===== src/rtl/wb_stage_pipe.sv =====
// Write-back stage: selects ALU / load / link data, aligns and extends loads, and holds the
// result in a one-entry valid/ready register. Optional retire counter under WB_RETIRE_CNT_EN.
module wb_stage_pipe #(
    parameter int unsigned XLEN  = 32,
    parameter int unsigned RA_W  = 5
`ifdef WB_RETIRE_CNT_EN
   ,parameter int unsigned CNT_W = 64
`endif
) (
    input  logic                        clk,
    input  logic                        rst,
    input  logic                        flush,
    input  logic                        in_valid,
    output logic                        in_ready,
    input  logic [XLEN-1:0]             alu_result,
    input  logic [XLEN-1:0]             mem_data,
    input  logic [XLEN-1:0]             pc_plus4,
    input  logic [1:0]                  wb_sel,
    input  logic [1:0]                  load_size,
    input  logic                        load_unsigned,
    input  logic [$clog2(XLEN/8)-1:0]   byte_off,
    input  logic [RA_W-1:0]             rd_addr,
    input  logic                        reg_write,
    input  logic                        rf_ready,
    output logic                        out_valid,
    output logic                        rf_we,
    output logic [RA_W-1:0]             rf_waddr,
    output logic [XLEN-1:0]             rf_wdata
`ifdef WB_RETIRE_CNT_EN
   ,output logic [CNT_W-1:0]            retire_cnt
`endif
);

    localparam int unsigned OFF_W = $clog2(XLEN/8);

    logic              r_valid;
    logic              r_reg_write;
    logic [RA_W-1:0]   r_rd;
    logic [XLEN-1:0]   r_data;

    logic              w_accept;
    logic              w_drain;
    logic [OFF_W-1:0]  w_sh;
    logic [XLEN-1:0]   w_shifted;
    logic [XLEN-1:0]   w_mask;
    logic              w_msb;
    logic              w_sext;
    logic [XLEN-1:0]   w_load;
    logic [XLEN-1:0]   w_wb_data;

    assign in_ready = !r_valid || rf_ready;
    assign w_accept = in_valid && in_ready && !flush;
    assign w_drain  = r_valid && rf_ready && !flush;

    // Lane offset: low offset bits are dropped for halves and words.
    always_comb begin
        w_sh = byte_off;
        unique case (load_size)
            2'b00:   w_sh = byte_off;
            2'b01:   w_sh = (byte_off >> 1) << 1;
            2'b10:   w_sh = (byte_off >> 2) << 2;
            default: w_sh = '0;
        endcase
    end

    assign w_shifted = mem_data >> {w_sh, 3'b000};

    // Word mask is all ones when XLEN=32, so a word load then behaves as a full-width load.
    always_comb begin
        w_mask = '1;
        w_msb  = 1'b0;
        unique case (load_size)
            2'b00: begin
                w_mask = XLEN'(8'hFF);
                w_msb  = w_shifted[7];
            end
            2'b01: begin
                w_mask = XLEN'(16'hFFFF);
                w_msb  = w_shifted[15];
            end
            2'b10: begin
                w_mask = XLEN'(32'hFFFF_FFFF);
                w_msb  = w_shifted[31];
            end
            default: begin
                w_mask = '1;
                w_msb  = 1'b0;
            end
        endcase
    end

    assign w_sext = !load_unsigned && w_msb && (load_size != 2'b11);
    assign w_load = w_sext ? (w_shifted | ~w_mask) : (w_shifted & w_mask);

    always_comb begin
        w_wb_data = alu_result;
        unique case (wb_sel)
            2'b01:   w_wb_data = w_load;
            2'b10:   w_wb_data = pc_plus4;
            default: w_wb_data = alu_result;
        endcase
    end

    always_ff @(posedge clk or posedge rst) begin
        if (rst) begin
            r_valid     <= 1'b0;
            r_reg_write <= 1'b0;
            r_rd        <= '0;
            r_data      <= '0;
        end else if (flush) begin
            r_valid     <= 1'b0;
        end else if (w_accept) begin
            r_valid     <= 1'b1;
            r_reg_write <= reg_write;
            r_rd        <= rd_addr;
            r_data      <= w_wb_data;
        end else if (w_drain) begin
            r_valid     <= 1'b0;
        end
    end

    assign out_valid = r_valid;
    assign rf_we     = r_valid && r_reg_write && (r_rd != '0);
    assign rf_waddr  = r_rd;
    assign rf_wdata  = r_data;

`ifdef WB_RETIRE_CNT_EN
    logic [CNT_W-1:0] r_retire_cnt;

    always_ff @(posedge clk or posedge rst) begin
        if (rst) begin
            r_retire_cnt <= '0;
        end else if (w_drain) begin
            r_retire_cnt <= r_retire_cnt + 1'b1;
        end
    end

    assign retire_cnt = r_retire_cnt;
`endif

endmodule


===== config.mk =====
export PLATFORM = sky130hd
export DESIGN_NAME = wb_stage_pipe
export DESIGN_NICKNAME = d
export VERILOG_FILES = /design/src/rtl/wb_stage_pipe.sv
export SDC_FILE = /design/constraint.sdc
export NUM_CORES = 1
export LEC_CHECK = 0
export CAP_MARGIN = 10
export CORE_MARGIN = 2
export CORE_UTILIZATION = 30
export CTS_CLUSTER_SIZE = 16
export DETAILED_ROUTE_END_ITERATION = 8
export PLACE_DENSITY = 0.7
export SLEW_MARGIN = 10
export SYNTH_ARGS = -nofsm -noshare
export SYNTH_HDL_FRONTEND = slang
export SYNTH_SLANG_ARGS = --single-unit

===== constraint.sdc =====
create_clock -name clk -period 1.9 [get_ports clk]
set_clock_uncertainty 0.05 [all_clocks]
set_input_delay 0.38 -clock clk [delete_from_list [all_inputs] [get_ports clk]]
set_output_delay 0.38 -clock clk [all_outputs]
set_load 0.1 [all_outputs]

==> results of run 1 <==
power by group through the flow:
stage	Clock (mW)	Combinational [mW]	Sequential [mW]
CTS	0.649	2.52	1.12
detailed placement	0	2.49	1.13
global route	0.685	2.63	1.13
finish	0.637	2.53	1.12
global placement	0	2.47	1.13
floorplan	0	0.462	2.00
cells by family (layout without fill, tap and decap cells):
group | Yosys count | in the layout | synth area share [%]
and+or+nand+nor | 106 | 106 | 20.2
muxes | 17 | 17 | 6.31
DFF | 39 | 39 | 34.2
adders and majority gates | 2 | 2 | 0.877
buffers and inverters | 40 | 239 | 7.01
AOI/OAI and AO/OA | 126 | 126 | 31.4
worst register-to-register path: stages, from the launching register on:
cell                         delay (ps)
sky130_fd_sc_hd__dfrtp_4            510
sky130_fd_sc_hd__nor2b_4            150
sky130_fd_sc_hd__clkinvlp_4         110
sky130_fd_sc_hd__buf_4              130
sky130_fd_sc_hd__nand2_4            130
sky130_fd_sc_hd__or3_2              450
sky130_fd_sc_hd__o21ai_0            100
sky130_fd_sc_hd__a21oi_1             60
routing by layer:
layer / wire [um] / track usage (%)
met2: 6080 / 39.5
met5: 0 / 0
met4: 230 / 6.96
met3: 694 / 3.45
met1: 4940 / 30.0
state kept, by name, indices dropped and copies added, names as in the netlist:
register     cells
rf_wdata        32
rf_waddr         5
out_valid        1
r_reg_write      1
metrics by stage:
step                      hold WS, ps  total power, mW  cells  area [um2]  util, %
after CTS                         345             4.28    655        5590     60.5
after global placement            408             3.60    644        5430     58.8
after detailed placement          431             3.62    644        5430     58.8
after global routing              377             4.45    658        5650     61.2
final                             341             4.28    658        5650     61.2
after floorplan                   392             2.46    330        2970        -
synth_stat cells, types with 3 or more instances:
master / count
sky130_fd_sc_hd__dfrtp_1: 39
sky130_fd_sc_hd__nand2_1: 29
sky130_fd_sc_hd__o21ai_0: 26
sky130_fd_sc_hd__a21oi_1: 20
sky130_fd_sc_hd__nor2_1: 20
sky130_fd_sc_hd__nand4_1: 16
sky130_fd_sc_hd__inv_1: 15
sky130_fd_sc_hd__a221oi_1: 12
sky130_fd_sc_hd__a31oi_1: 12
sky130_fd_sc_hd__buf_2: 11
sky130_fd_sc_hd__o22ai_1: 11
sky130_fd_sc_hd__nand2b_1: 10
sky130_fd_sc_hd__a21boi_0: 9
sky130_fd_sc_hd__and3_1: 9
sky130_fd_sc_hd__clkbuf_1: 9
sky130_fd_sc_hd__mux2i_1: 9
sky130_fd_sc_hd__a22oi_1: 8
sky130_fd_sc_hd__a41o_1: 8
sky130_fd_sc_hd__mux2_2: 8
sky130_fd_sc_hd__o211ai_1: 7
sky130_fd_sc_hd__or3_2: 5
sky130_fd_sc_hd__or3_1: 4
sky130_fd_sc_hd__nor2b_1: 3
repair_timing:
action	in CTS	in global routing
resized for setup	11	10
endpoints found under the setup margin	21	20
buffers inserted	3	3
pin swaps	4	2
area by class of cell:
cell class | count | share of cell area (%)
clock inverters | 1 | 0.133
multi-input cells | 251 | 32.1
flip-flops and latches | 39 | 17.4
inverters | 15 | 1.06
repair buffers | 216 | 44.8
well taps | 129 | 2.86
clock buffers | 7 | 1.70
final timing paths:
| check | endpoint | slack [ps] | cells past startpoint |
|---|---|---|---|
| worst max-delay path | rf_we | -90 | 3 |
| worst min-delay path | rf_waddr[4]$_DFFE_PP0P_ | 340 | 2 |
| worst max register to register | rf_wdata[10]$_DFFE_PP0P_ | 100 | 7 |
| worst min register to register | r_reg_write$_DFFE_PP0P_ | 470 | 2 |
| max in group asynchronous | rf_waddr[0]$_DFFE_PP0P_ | 950 | 3 |
| min in group clk | r_reg_write$_DFFE_PP0P_ | 470 | 2 |
==> out/summary.json, run 1 <==
{
  "wire_length_of_the_first_global_routing_pass": {"value": 18600, "unit": "um"},
  "dieHeight": {"value": 102, "unit": "um"},
  "first_pass_iters": {"value": 4},
  "seq_area": {"value": 983, "unit": "um2"},
  "finalCritPeriodShare": {"value": 105, "unit": "%"},
  "number_of_flops_mapped_to_enable_cells_by_yosys": {"value": 0},
  "timing.critical_path.buf_inv": {"value": 1},
  "run_status": {"value": "complete, but fails checks"},
  "synth.top_cell.area_share": {"value": 34.2, "unit": "%"},
  "critical_path_arrival": {"value": 1560, "unit": "ps"},
  "detail_route.wl_per_cell": {"value": 18.1, "unit": "um"},
  "n_fill_cell": {"value": 779},
  "gp_congestion": {"value": 0.882},
  "report.final.setup_viol": {"value": 1},
  "vias_per_cell": {"value": 5.35},
  "violated_checks": {"value": "setup timing"},
  "p_comb_share": {"value": 59.1, "unit": "%"},
  "final_layout_size_suffix_gt1_share": {"value": 29.7, "unit": "%"},
  "report.final.hold_viol_count": {"value": 0},
  "rows": {"value": 35},
  "most_common_cell_after_layout_fill_and_taps_aside": {"value": "sky130_fd_sc_hd__clkdlybuf4s50_1"},
  "ys_warn_count": {"value": 0},
  "clockPowerShare": {"value": 14.9, "unit": "%"},
  "mostFrequentLayoutCells": {"value": "106 x sky130_fd_sc_hd__clkdlybuf4s50_1, 50 x sky130_fd_sc_hd__buf_4, 49 x sky130_fd_sc_hd__buf_12, 35 x sky130_fd_sc_hd__dfrtp_1, 29 x sky130_fd_sc_hd__nand2_1"},
  "track_usage": {"value": 23.1, "unit": "%"},
  "cts.reportedPaths.clkPinSlew": {"value": 80, "unit": "ps"},
  "seq_power_share": {"value": 26.1, "unit": "%"},
  "cts_tree": {"value": "yes"},
  "power.leakage": {"value": 2.38, "unit": "nW"},
  "dr_total_vias": {"value": 3519},
  "synthesis.area": {"value": 2850, "unit": "um2"},
  "worstPathCellList": {"value": "or3_4 -> o311a_4 -> buf_12"},
  "overflow": {"value": 0},
  "critical_path.reg2reg.startpoint": {"value": "out_valid$_DFFE_PP0P_"},
  "maximum_fanout_count_along_the_critical_path": {"value": 2},
  "cts_max_path_buffers": {"value": 2},
  "die_width": {"value": 102, "unit": "um"},
  "mappedNetlistNets": {"value": 446},
  "vdd.ir_drop.worst": {"value": 0.461, "unit": "mV"},
  "synth_seq_area_share": {"value": 34.2, "unit": "%"},
  "post_dp_hpwl": {"value": 9250, "unit": "um"},
  "ioPinCount": {"value": 154},
  "finalWirelength": {"value": 11900, "unit": "um"},
  "total_switching_power": {"value": 1.95, "unit": "mW"},
  "tightestPinTransition": {"value": 606, "unit": "ps"},
  "drt.antenna.violating_nets": {"value": 0},
  "netlist.top_cell.by_area": {"value": "sky130_fd_sc_hd__dfrtp_1"},
  "initial_utilization": {"value": 30.9, "unit": "%"},
  "start_point_of_the_critical_path": {"value": "rf_waddr[0]$_DFFE_PP0P_"},
  "die_area": {"value": 10300, "unit": "um2"},
  "avgSynthCellArea": {"value": 8.65, "unit": "um2"},
  "slew_violations": {"value": 0},
  "worst_case_setup_margin_in_the_final_layout": {"value": -94.2, "unit": "ps"},
  "hold_bufs_inserted_after_cts": {"value": 0},
  "timing.critical_path.to_type": {"value": "output port"},
  "hold_path_class": {"value": "in2async"},
  "numPortBuffers": {"value": 153},
  "total_of_max_cap_violations": {"value": 0},
  "crit_family": {"value": "flip-flops"},
  "critical_path_rt": {"value": 1470, "unit": "ps"},
  "clock-sinks": {"value": 39},
  "postSynthRegisterBits": {"value": 39},
  "cts_buffers": {"value": 5},
  "synthFlopType": {"value": "sky130_fd_sc_hd__dfrtp_1"},
  "final_nets": {"value": 644},
  "critPathLaunchType": {"value": "register"},
  "post-place-ws": {"value": -393, "unit": "ps"},
  "cts_root_buf": {"value": "sky130_fd_sc_hd__clkbuf_8"},
  "finalWorstPathRequiredPeriod": {"value": 1990, "unit": "ps"},
  "worst_path_max_delay_cell": {"value": "sky130_fd_sc_hd__dfrtp_2"},
  "grt_start_max_net_pins": {"value": 27},
  "core_area": {"value": 9240, "unit": "um2"},
  "layout-area-overhead-vs-synth": {"value": 98.0, "unit": "%"},
  "antenna_violations_before_repair": {"value": 0},
  "setup-tns-final": {"value": -94.2, "unit": "ps"},
  "drc": {"value": 0},
  "intPower": {"value": 2.34, "unit": "mW"},
  "first_global_vias": {"value": 3657},
  "worstSkewPairLatency": {"value": 280, "unit": "ps"},
  "setup.worst_path.class": {"value": "reg2out"},
  "synthArstFlopShare": {"value": 100, "unit": "%"},
  "max_stage_delay": {"value": 410, "unit": "ps"},
  "max_freq": {"value": 501, "unit": "MHz"},
  "post_synth_num_cell_types": {"value": 47},
  "dr.first_iter.drc_count": {"value": 153},
  "power.switching_fraction": {"value": 45.4, "unit": "%"},
  "post_synth_main_area_contributors": {"value": "sky130_fd_sc_hd__dfrtp_1 34%, sky130_fd_sc_hd__o21ai_0 4.6%, sky130_fd_sc_hd__nand2_1 3.8%, sky130_fd_sc_hd__a221oi_1 3.7%, sky130_fd_sc_hd__a21oi_1 3.5%"},
  "synthesized_netlist_cell_count": {"value": 330},
  "rsz_0062_raised_after_global_routing": {"value": "yes"},
  "cts_htree_levels": {"value": 2},
  "power.density_cell_area": {"value": 758, "unit": "nW/um2"},
  "multi_input_comb_area": {"value": 1810, "unit": "um2"},
  "antenna_cells_inserted": {"value": 0},
  "max_slew_margin": {"value": 59.4, "unit": "%"}
}
Note: power is estimated with default switching activity, not from simulation.
==> run 2: changes to the inputs <==
--- a/config.mk
+++ b/config.mk
@@ -7,10 +7,10 @@
 export LEC_CHECK = 0
 export CAP_MARGIN = 10
 export CORE_MARGIN = 2
-export CORE_UTILIZATION = 30
+export CORE_UTILIZATION = 35
 export CTS_CLUSTER_SIZE = 16
 export DETAILED_ROUTE_END_ITERATION = 8
-export PLACE_DENSITY = 0.7
+export PLACE_DENSITY = 0.79
 export SLEW_MARGIN = 10
 export SYNTH_ARGS = -nofsm -noshare
 export SYNTH_HDL_FRONTEND = slang
==> run 2 against run 1 <==
Compared with the run above: the flow still finishes with violations (setup timing); sequential power is essentially flat; setup slack better by 5.7 ps; power is 3.8% higher; critical path type unchanged; highest routed layer unchanged.
==> out/summary.json, run 2 (synthesized netlist as in run 1, its figures left out) <==
{
  "first_pass_iters": {"value": 6, "change": "+2"},
  "antenna_cells_inserted": {"value": 0, "change": "unchanged"},
  "vdd.ir_drop.worst": {"value": 0.498, "unit": "mV", "change": "+8.0%"},
  "first_global_vias": {"value": 3581, "change": "-2.1%"},
  "track_usage": {"value": 25.6, "unit": "%", "change": "+2.5 points"},
  "overflow": {"value": 0, "change": "unchanged"},
  "cts_root_buf": {"value": "sky130_fd_sc_hd__clkbuf_8"},
  "violated_checks": {"value": "setup timing"},
  "finalWorstPathRequiredPeriod": {"value": 1990, "unit": "ps", "change": "-5.72 ps"},
  "largest_reg_flops": {"value": 32, "change": "unchanged"},
  "most_common_cell_after_layout_fill_and_taps_aside": {"value": "sky130_fd_sc_hd__clkdlybuf4s50_1"},
  "worstSkewPairLatency": {"value": 280, "unit": "ps", "change": "about the same"},
  "post_dp_hpwl": {"value": 8930, "unit": "um", "change": "-3.4%"},
  "max_freq": {"value": 503, "unit": "MHz", "change": "+0.29%"},
  "cts_htree_levels": {"value": 2, "change": "unchanged"},
  "dr_total_vias": {"value": 3595, "change": "+2.2%"},
  "wire_length_of_the_first_global_routing_pass": {"value": 18000, "unit": "um", "change": "-3.6%"},
  "detail_route.wl_per_cell": {"value": 18.4, "unit": "um", "change": "+1.2%"},
  "report.final.hold_viol_count": {"value": 0, "change": "unchanged"},
  "grt_start_max_net_pins": {"value": 40, "change": "+48%"},
  "core_area": {"value": 7810, "unit": "um2", "change": "-16%"},
  "rsz_0062_raised_after_global_routing": {"value": "yes"},
  "critical_path_rt": {"value": 1470, "unit": "ps", "change": "about the same"},
  "setup.worst_path.class": {"value": "reg2out"},
  "drt.antenna.violating_nets": {"value": 0, "change": "unchanged"},
  "critical_path_arrival": {"value": 1560, "unit": "ps", "change": "about the same"},
  "maximum_fanout_count_along_the_critical_path": {"value": 2, "change": "unchanged"},
  "cts_buffers": {"value": 5, "change": "unchanged"},
  "cts_tree": {"value": "yes"},
  "max_slew_margin": {"value": 72.9, "unit": "%", "change": "+13 points"},
  "rows": {"value": 32, "change": "-8.6%"},
  "power.leakage": {"value": 2.32, "unit": "nW", "change": "-2.3%"},
  "numPortBuffers": {"value": 153, "change": "unchanged"},
  "antenna_violations_before_repair": {"value": 0, "change": "unchanged"},
  "total_of_max_cap_violations": {"value": 0, "change": "unchanged"},
  "cts.reportedPaths.clkPinSlew": {"value": 90, "unit": "ps", "change": "about the same"},
  "initial_utilization": {"value": 36.6, "unit": "%", "change": "+5.7 points"},
  "cts_max_path_buffers": {"value": 2, "change": "unchanged"},
  "ioPinCount": {"value": 154, "change": "unchanged"},
  "final_core_util": {"value": 71.0, "unit": "%", "change": "+9.8 points"},
  "dr.first_iter.drc_count": {"value": 231, "change": "+51%"},
  "gp_congestion": {"value": 0.886, "change": "+0.44%"},
  "hold_path_class": {"value": "in2async"},
  "mostFrequentLayoutCells": {"value": "107 x sky130_fd_sc_hd__clkdlybuf4s50_1, 48 x sky130_fd_sc_hd__buf_4, 47 x sky130_fd_sc_hd__buf_12, 35 x sky130_fd_sc_hd__dfrtp_1, 29 x sky130_fd_sc_hd__nand2_1"},
  "power.density_cell_area": {"value": 802, "unit": "nW/um2", "change": "+5.8%"},
  "die_width": {"value": 94.3, "unit": "um", "change": "-7.1%"},
  "finalCritPeriodShare": {"value": 105, "unit": "%", "change": "-0.30 points"},
  "report.final.setup_viol": {"value": 1, "change": "unchanged"},
  "timing.critical_path.to_type": {"value": "output port"},
  "design_power_total": {"value": 4.45, "unit": "mW", "change": "+3.8%"},
  "layout-area-overhead-vs-synth": {"value": 94.2, "unit": "%"},
  "final_nets": {"value": 638, "change": "-0.93%"},
  "finalWirelength": {"value": 11500, "unit": "um", "change": "-3.9%"},
  "drc": {"value": 0, "change": "unchanged"},
  "die_area": {"value": 8890, "unit": "um2", "change": "-14%"},
  "tightestPinTransition": {"value": 402, "unit": "ps", "change": "-204 ps"},
  "worst_case_setup_margin_in_the_final_layout": {"value": -88.5, "unit": "ps", "change": "+5.72 ps"},
  "vias_per_cell": {"value": 5.75, "change": "+7.6%"},
  "run_status": {"value": "complete, but fails checks"},
  "critPathLaunchType": {"value": "register"},
  "slew_violations": {"value": 0, "change": "unchanged"},
  "clock-sinks": {"value": 39, "change": "unchanged"},
  "final_layout_size_suffix_gt1_share": {"value": 28.3, "unit": "%", "change": "-1.4 points"},
  "dieHeight": {"value": 94.3, "unit": "um", "change": "-7.1%"}
}
==> run 2: changes by cell type in the layout (fill, tap and decap cells not counted), sizes merged <==
cell / change
bufinv: +2
inv: +1
clkinv: -1
dlymetal6s2s: -2
clkbuf: -1
clkinvlp: -1
dlygate4sd2: +1
clkdlybuf4s50: +1
buf: -6
==> run 2: path summary, 6_finish.rpt <==
path	from	to	slack [ps]	cells past startpoint
worst max-delay path	rf_waddr[1]$_DFFE_PP0P_	rf_we	-90	3
min in group clk	r_reg_write$_DFFE_PP0P_	r_reg_write$_DFFE_PP0P_	460	2
worst min register to register	r_reg_write$_DFFE_PP0P_	r_reg_write$_DFFE_PP0P_	460	2
worst max register to register	out_valid$_DFFE_PP0P_	rf_wdata[27]$_DFFE_PP0P_	90	7
max in group asynchronous	rst	out_valid$_DFFE_PP0P_	1160	3
worst min-delay path	rst	rf_wdata[2]$_DFFE_PP0P_	410	3
==> run 2: what timing repair did <==
item	4_1_cts	5_1_grt
resized for setup	12	6
pin swaps	3	1
setup buffers	4	2
endpoints found under the setup margin	33	14
hold buffers	0	0
==> run 2: power breakdown <==
part / leakage [nW] / total (mW) / internal, mW / switching, mW
Clock: 0.0654 / 0.825 / 0.525 / 0.299
Combinational: 1.79 / 2.51 / 1.02 / 1.48
Sequential: 0.465 / 1.12 / 0.964 / 0.152
Total: 2.32 / 4.45 / 2.51 / 1.94
==> run 2: cell type report <==
cell class | count | area, um2
Clock buffer | 6 | 72.6
Timing Repair Buffer | 210 | 2450
Fill cell | 567 | 2260
Clock inverter | 2 | 60.1
Tap cell | 102 | 128
Sequential cell | 39 | 983
Multi-Input combinational cell | 251 | 1790
Inverter | 15 | 60.1
==> run 2: per-layer routing <==
metal	vias up	track usage (%)	part of all wire, %
met4	0	5.56	1.6
met3	16	3.05	6.7
met2	182	45.2	51
met1	1747	33.7	41
met5	-	0	0
li1	1650	-	-
==> run 2: critical path, stage by stage, from the launching register on <==
cell                      delay [ps]
sky130_fd_sc_hd__dfrtp_2         400
sky130_fd_sc_hd__or3_4           380
sky130_fd_sc_hd__o311a_4         320
sky130_fd_sc_hd__buf_12          170
==> run 2: per-stage QoR <==
step	worst slack (ps)	area (um2)	std cells	TNS, ps	hold slack [ps]
final	-88.5	5540	625	-88.5	407
after CTS	-95.0	5520	623	-95.0	418
after detailed placement	-515	5320	611	-13250	430
after global routing	-128	5540	625	-128	435
after floorplan	-439	2970	330	-9490	392
after global placement	-460	5320	611	-11300	405
